[config.mk]
export PLATFORM = sky130hd
export DESIGN_NAME = svnet_ram_fifo_mc
export DESIGN_NICKNAME = d
export VERILOG_FILES = /design/src/rtl/svnet_ram_fifo_mc.sv
export SDC_FILE = /design/constraint.sdc
export NUM_CORES = 1
export LEC_CHECK = 0
export CAP_MARGIN = 20
export CORE_AREA = 2 2 39 41
export CTS_BUF_LIST = sky130_fd_sc_hd__clkbuf_16
export DETAILED_ROUTE_END_ITERATION = 10
export DIE_AREA = 0 0 41 43
export DONT_BUFFER_PORTS = 1
export SLEW_MARGIN = 20
export SYNTH_ARGS = -nofsm -noshare
export SYNTH_HDL_FRONTEND = slang
export SYNTH_SLANG_ARGS = --single-unit
[constraint.sdc]
create_clock -name clk -period 1.9 [get_ports clk]
set_input_delay 0.38 -clock clk [delete_from_list [all_inputs] [get_ports clk]]
set_output_delay 0.38 -clock clk [all_outputs]
set_load 0.005 [all_outputs]
[src/rtl/svnet_ram_fifo_mc.sv]
// Multi-channel circular FIFO: CHANNELS queues of DEPTH words each, sharing one
// simple-dual-port RAM, with one write and one read per cycle steered by channel.
module svnet_ram_fifo_mc #(
  parameter int WIDTH    = 1,
  parameter int DEPTH    = 1,
  parameter int CHANNELS = 1,
  localparam int CW      = $clog2(DEPTH) + 1,
  localparam int CHW     = (CHANNELS > 1) ? $clog2(CHANNELS) : 1
) (
  input  logic                   clk,
  input  logic                   rst_n,
  output logic [CHANNELS*CW-1:0] free_space,
  output logic [CHANNELS*CW-1:0] used_space,
  input  logic                   write,
  input  logic [CHW-1:0]         write_channel,
  input  logic [WIDTH-1:0]       write_data,
  input  logic                   read,
  input  logic [CHW-1:0]         read_channel,
  output logic                   read_valid,
  output logic [CHW-1:0]         read_valid_channel,
  output logic [WIDTH-1:0]       read_data,
  input  logic                   flush,
  input  logic [CHW-1:0]         flush_channel,
  output logic                   error
);

  localparam int PW    = (DEPTH > 1) ? $clog2(DEPTH) : 1;
  localparam int WORDS = CHANNELS * DEPTH;
  localparam int AW    = (WORDS > 1) ? $clog2(WORDS) : 1;

  // Request semantics: write/read/flush are single-cycle strobes with no
  // back-pressure. A request is accepted when its channel is in range and the
  // channel has room (write) or data (read) as sampled at the edge; otherwise
  // it is dropped and error latches. read_valid pulses exactly one cycle later.

  logic [WIDTH-1:0]    mem  [WORDS];
  logic [PW-1:0]       wptr [CHANNELS];
  logic [PW-1:0]       rptr [CHANNELS];
  logic [CW-1:0]       used [CHANNELS];

  logic                wc_ok, rc_ok, fc_ok;
  int                  wc_s, rc_s, fc_s;
  logic                fl_ok, wr_flushed, rd_flushed;
  logic                wr_legal, rd_legal, wr_go, rd_go;
  logic                wr_bad, rd_bad, fl_bad;
  logic [AW-1:0]       waddr, raddr;
  logic [CHANNELS-1:0] wr_hit, rd_hit, fl_hit;

  function automatic logic [PW-1:0] bump(input logic [PW-1:0] p);
    return (p == PW'(DEPTH - 1)) ? '0 : p + PW'(1);
  endfunction

  always_comb begin
    wc_ok = int'(write_channel) < CHANNELS;
    rc_ok = int'(read_channel) < CHANNELS;
    fc_ok = int'(flush_channel) < CHANNELS;
    // Out-of-range indices are folded to 0 so array lookups stay in bounds;
    // such requests are never legal, so the folded value is never acted on.
    wc_s  = wc_ok ? int'(write_channel) : 0;
    rc_s  = rc_ok ? int'(read_channel) : 0;
    fc_s  = fc_ok ? int'(flush_channel) : 0;

    fl_ok      = flush && fc_ok;
    wr_flushed = fl_ok && (flush_channel == write_channel);
    rd_flushed = fl_ok && (flush_channel == read_channel);

    wr_legal = write && wc_ok && (used[wc_s] != CW'(DEPTH));
    rd_legal = read && rc_ok && (used[rc_s] != '0);
    wr_go    = wr_legal && !wr_flushed;
    rd_go    = rd_legal && !rd_flushed;

    wr_bad = write && !wr_legal && !wr_flushed;
    rd_bad = read && !rd_legal && !rd_flushed;
    fl_bad = flush && !fc_ok;

    waddr = AW'(wc_s * DEPTH + int'(wptr[wc_s]));
    raddr = AW'(rc_s * DEPTH + int'(rptr[rc_s]));

    wr_hit = '0;
    rd_hit = '0;
    fl_hit = '0;
    for (int c = 0; c < CHANNELS; c++) begin
      wr_hit[c] = wr_go && (wc_s == c);
      rd_hit[c] = rd_go && (rc_s == c);
      fl_hit[c] = fl_ok && (fc_s == c);
    end
  end

  always_ff @(posedge clk) begin
    if (wr_go) mem[waddr] <= write_data;
  end

  always_ff @(posedge clk or negedge rst_n) begin
    if (!rst_n) begin
      for (int c = 0; c < CHANNELS; c++) begin
        wptr[c] <= '0;
        rptr[c] <= '0;
        used[c] <= '0;
      end
      read_valid         <= 1'b0;
      read_valid_channel <= '0;
      read_data          <= '0;
      error              <= 1'b0;
    end else begin
      for (int c = 0; c < CHANNELS; c++) begin
        if (fl_hit[c]) begin
          wptr[c] <= '0;
          rptr[c] <= '0;
          used[c] <= '0;
        end else begin
          if (wr_hit[c]) wptr[c] <= bump(wptr[c]);
          if (rd_hit[c]) rptr[c] <= bump(rptr[c]);
          case ({wr_hit[c], rd_hit[c]})
            2'b10:   used[c] <= used[c] + CW'(1);
            2'b01:   used[c] <= used[c] - CW'(1);
            default: used[c] <= used[c];
          endcase
        end
      end
      read_valid <= rd_go;
      if (rd_go) begin
        read_data          <= mem[raddr];
        read_valid_channel <= read_channel;
      end
      error <= error | wr_bad | rd_bad | fl_bad;
    end
  end

  for (genvar g = 0; g < CHANNELS; g++) begin : g_pack
    assign used_space[g*CW +: CW] = used[g];
    assign free_space[g*CW +: CW] = CW'(DEPTH) - used[g];
  end

  always_ff @(posedge clk) begin
    if (rst_n) begin
      assert (!(wr_bad || rd_bad || fl_bad))
        else $warning("svnet_ram_fifo_mc: illegal request dropped");
    end
  end

endmodule

# Word-level counts from Yosys, hierarchy flattened

Memories as Yosys holds them, arrays and structs flattened. A register that Yosys moved wholly into a read port is not among the register bits.
Cells that the tools add are included.

Register bits: 4
Memory bits (writable): 1
Input port bits: 9
Output and inout port bits: 6
Word-level logic and storage cells: 59
Memories: 1

Add/subtract/negate cells: 3
$lt $le $gt $ge: 5
Equal/unequal tests: 4
Mux-type cells: 11
Bitwise logic cells: 4
Reductions and logical operators: 27

Memories:

| memory | words | bits a word | rd ports | clocked after Yosys merged registers in | wr ports | line | text |
|---|---|---|---|---|---|---|---|
| mem    | 1     | 1           | 1        | 1                                       | 1        | 36   | `logic [WIDTH-1:0] mem [WORDS];` |

Operators by type and width:

| cell                                                 | count |
|---|---|
| logical NOT 32 bit                                   | 3 |
| logical AND 1 bit                                    | 17 |
| two-way mux 1 bit                                    | 10 |
| logical NOT 1 bit                                    | 6 |
| < comparator 1 bit (second input constant)           | 5 |
| bitwise OR 1 bit                                     | 3 |
| nonzero test 3 bit                                   | 1 |
| equality test 1 bit                                  | 2 |
| equality test 2 x 1 -> 1 bit (second input constant) | 1 |
| equality test 2 bit (second input constant)          | 1 |
| one-hot mux 1 bit (2 select lines)                   | 1 |
| adder 1 bit (second input constant)                  | 1 |
| NOT 1 bit                                            | 1 |
| subtractor 1 bit (first input constant)              | 1 |
| subtractor 1 bit (second input constant)             | 1 |

# Logic depth before layout (Yosys ltp)

Depth after elaboration: 13
Depth in mapped cells: 3
Depth with buffers taken out: 3

# Worst setup path before layout

No wires, ideal clock.

Path kind: input -> register
Start point: in flush_channel
End point: reg read_data, read port of mem
Library setup time: 0.125 ns
Arrival time: 0.928 ns
Required time: 1.775 ns
Setup slack: 0.847 ns
Stages: 3
Buffers on the path: 0
Cell sequence: nand2b_1 nand4_2 mux2_4

Word-level cells in the longest chain between the ends: 5
Elaborated cells between the ends (all ways): 6
Those cells by class: order compare: 1; eq/ne: 1; reduce/logical: 4

RTL lines:

| what                | line | text |
|---|---|---|
| start, declared     | 23   | `input logic [CHW-1:0] flush_channel,` |
| < comparator 1 bit  | 56   | `fc_ok = int'(flush_channel) < CHANNELS;` |
| logical AND 1 bit   | 63   | `fl_ok = flush && fc_ok;` |
| logical AND 1 bit * | 65   | `rd_flushed = fl_ok && (flush_channel == read_channel);` |
| logical NOT 1 bit * | 70   | `rd_go = rd_legal && !rd_flushed;` |
| logical AND 1 bit * | 70   |  |
| end, declared       | 21   | `output logic [WIDTH-1:0] read_data,` |

Every way passes the cells marked *; elsewhere a longest branch is shown, timed or not.
A chain may end at the register's enable or synchronous reset.

# Final worst setup path

Start point: reg used, in the netlist used_space
End point: out free_space

Word-level cells in the longest chain between the ends: 1

RTL lines:

| what                            | line | text |
|---|---|---|
| start, declared                 | 39   | `logic [CW-1:0] used [CHANNELS];` |
| start signal, assigned by index | 114  | `2'b10: used[c] <= used[c] + CW'(1);` |
| start signal, assigned by index | 115  | `2'b01: used[c] <= used[c] - CW'(1);` |
| start signal, assigned by index | 116  | `default: used[c] <= used[c];` |
| subtractor 1 bit                | 131  | `assign free_space[g*CW +: CW] = CW'(DEPTH) - used[g];` |
| end, declared                   | 12   | `output logic [CHANNELS*CW-1:0] free_space,` |

No other way between the ends.

==> flow_metrics.py <==
metrics = {
    "clock_network": {
        "clkSinkCount": 6,
        "numCtsBuffers": 3,
        "cts_tree": "yes",
        "clock_latency_ns": 0.23,
        "root_buffer": "clkbuf_16",
        "post_cts_buffers": 0,
        "ctsResizeCount": 0,
        "htreeDepth": 1,
        "clockBufferDepth": 2,
        "path_clk_slew_ns": 0.03,
    },
    "logic_synthesis": {
        "avgSynthCellArea_um2": 11.6,
        "ys_seq_area_share_pct": 58.2,
        "ys_warn_count": 0,
        "synth_cells": 23,
        "synthesis.nets": 32,
        "synth_top_area_share_pct": 46.9,
        "mappedNetlistArea_um2": 267,
        "synthTopCellsByArea": "dfrtp_1, edfxtp_1, inv_1",
        "ys_types": 15,
        "synth_top_area_cell": "dfrtp_1",
        "ys_seq_elements": 6,
    },
    "placement": {
        "io_buffers": 0,
        "gp_congestion": 0.649,
        "placedCellCount": 39,
        "post-place-ws_ns": 0.719,
        "placed_area_um2": 287,
    },
    "die": {
        "fp.dieH_um": 43,
        "core.rowCount": 14,
        "io_pins": 15,
        "start_util_pct": 19.3,
        "fp.dieArea_mm2": 0.00176,
        "core_area_mm2": 0.00138,
        "die_x_um": 41,
    },
    "sta": {
        "fin_crit_sh_pct": 62.6,
        "worstMarginPinSlew_ns": 0.318,
        "tns_ns": 0,
        "holdWs_ns": 0.249,
        "min_period_ns": 1.19,
        "timing_hold_violations_final": 0,
        "rsz0062_at_grt": "false",
        "fmax_mhz": 841,
        "slew_violations": 0,
        "setup_ws_ns": 0.711,
        "clock_skew_ns": 0.00165,
        "setup_violations": 0,
        "slew_headroom_pct": 78.6,
    },
    "pwr": {
        "switchingPower_uw": 92.1,
        "pwr-share-clk_pct": 64.9,
        "p_comb_share_pct": 5.7,
        "p_leak_nw": 0.175,
        "vdd_drop_max_v": 0.000575,
        "p_per_area_mw_per_mm2": 1400,
        "p_seq_share_pct": 29.3,
        "power.share.switching_pct": 17.6,
        "intPower_uw": 432,
        "total_power_uw": 524,
    },
    "outcome": {
        "status": "completed",
    },
    "grt": {
        "use_met3_pct": 7.85,
        "grt_pass1_wl_um": 883,
        "antenna_found_initial": 0,
        "globalRouteMet2Util_pct": 10.6,
        "grt_start_max_net_pins": 8,
        "grt-ovfl-total": 0,
        "grt_pass1_vias": 214,
        "track_usage_pct": 8.26,
        "grt-busiest-layer": "met2",
        "gr-usage-met1_pct": 7.79,
    },
    "worst_setup_path": {
        "cp.required_ns": 1.52,
        "crit_type": "register to output port",
        "crit_fanout": 7,
        "cp.buffers_inverters": 1,
        "cp-end-kind": "output port",
        "critPathTopFamily": "flip-flops",
        "arrival_ns": 0.81,
        "crit_slowest_cell": "dfrtp_1",
        "cp_slowest_stage_delay_ns": 0.47,
        "path_cells": "inv_1",
        "cp-start-kind": "register",
    },
    "layout": {
        "final_cell_mix": "inv_1, dfrtp_1, clkbuf_16",
        "final_cell_count_no_fill": 44,
        "areaGrowthSynthToFinish_pct": 40.8,
        "drive_gt1_share_pct": 17.9,
        "layout.nets": 38,
        "final_cell_area_um2": 375,
        "insertedDiodeCount": 0,
        "nFillCells": 141,
        "utilization_pct": 27.1,
    },
    "detailed_routing": {
        "drc_errors": 0,
        "avgRoutedWirePerCell_um": 12.0,
        "drt_wl_total_um": 528,
        "postRouteAntennaNets": 0,
        "first_pass_iters": 2,
        "vias_per_cell": 4.45,
        "drt-initial-drc-count": 4,
        "vias": 196,
    },
    "flow_run": {
        "cap_violations": 0,
    },
    "worst_hold_path": {
        "hp-class": "primary input to register",
    },
}
## registers in the layout (all words and copies together) (netlist names)
name / count
read_valid_channel: 1
error: 1
used_space: 1
read_data: 1
read_valid: 1
mem: 1
## Yosys cell counts, drive strengths merged
| master | number |
|---|---|
| nor2 | 1 |
| nor4 | 1 |
| o211ai | 1 |
| o21ai | 1 |
| nand4 | 1 |
| and2b | 1 |
| o21a | 1 |
| dfrtp | 5 |
| edfxtp | 1 |
| nand2b | 1 |
| mux2 | 1 |
| a311oi | 1 |
| and2 | 1 |
| a21oi | 2 |
| inv | 4 |
## layout make-up
cell class                 count  area [um^2]  area share [%]
clock buffer                   3         75.1            20.0
clock inverter                 1         3.75            1.00
inverter                       4         15.0            4.00
multi-input combinational     13         96.3            25.7
sequential                     6          155            41.3
tap                           16         20.0            5.33
timing repair buffer           1         10.0            2.67
## logic make-up after synthesis
| group | after synthesis | share of synthesized area (%) |
|---|---|---|
| mux | 1 | 5.63 |
| simple gates | 6 | 16.0 |
| buf+inv | 4 | 5.63 |
| compound gates | 6 | 14.6 |
| flops | 6 | 58.2 |
## routing by layer
| layer | vias to the layer above | part of all wire [%] |
|---|---|---|
| li1 | 90 | - |
| met1 | 87 | 36 |
| met2 | 17 | 48 |
| met3 | 2 | 14 |
| met4 | 0 | 1.3 |
| met5 | - | 0 |
## power by group through the flow
stage          registers, mW  logic (mW)  clock network [mW]
6_report               0.154      0.0301               0.340
5_1_grt                0.157      0.0344               0.357
4_1_cts                0.154      0.0309               0.346
3_5_place_dp           0.156      0.0266                   0
3_3_place_gp           0.155      0.0261                   0
2_1_floorplan          0.153      0.0239                   0
## what timing repair did
action | in CTS | in global routing
hold endpoints to repair | 5 | 0
setup endpoints to repair | 0 | 0
hold buffers | 1 | 0
## final timing paths
path                       slack [ns]  startpoint  cells past startpoint          to
hold reg to reg                  0.48      mem[0]                      1   read_data
min in group asynchronous        0.45       rst_n                      1       error
max in group asynchronous        1.26       rst_n                      1   read_data
setup reg to reg                 0.73  used_space                      1      mem[0]
hold / removal                   0.25  write_data                      0      mem[0]
setup / recovery                 0.71  used_space                      1  free_space
(Power assumes the default switching activity.)
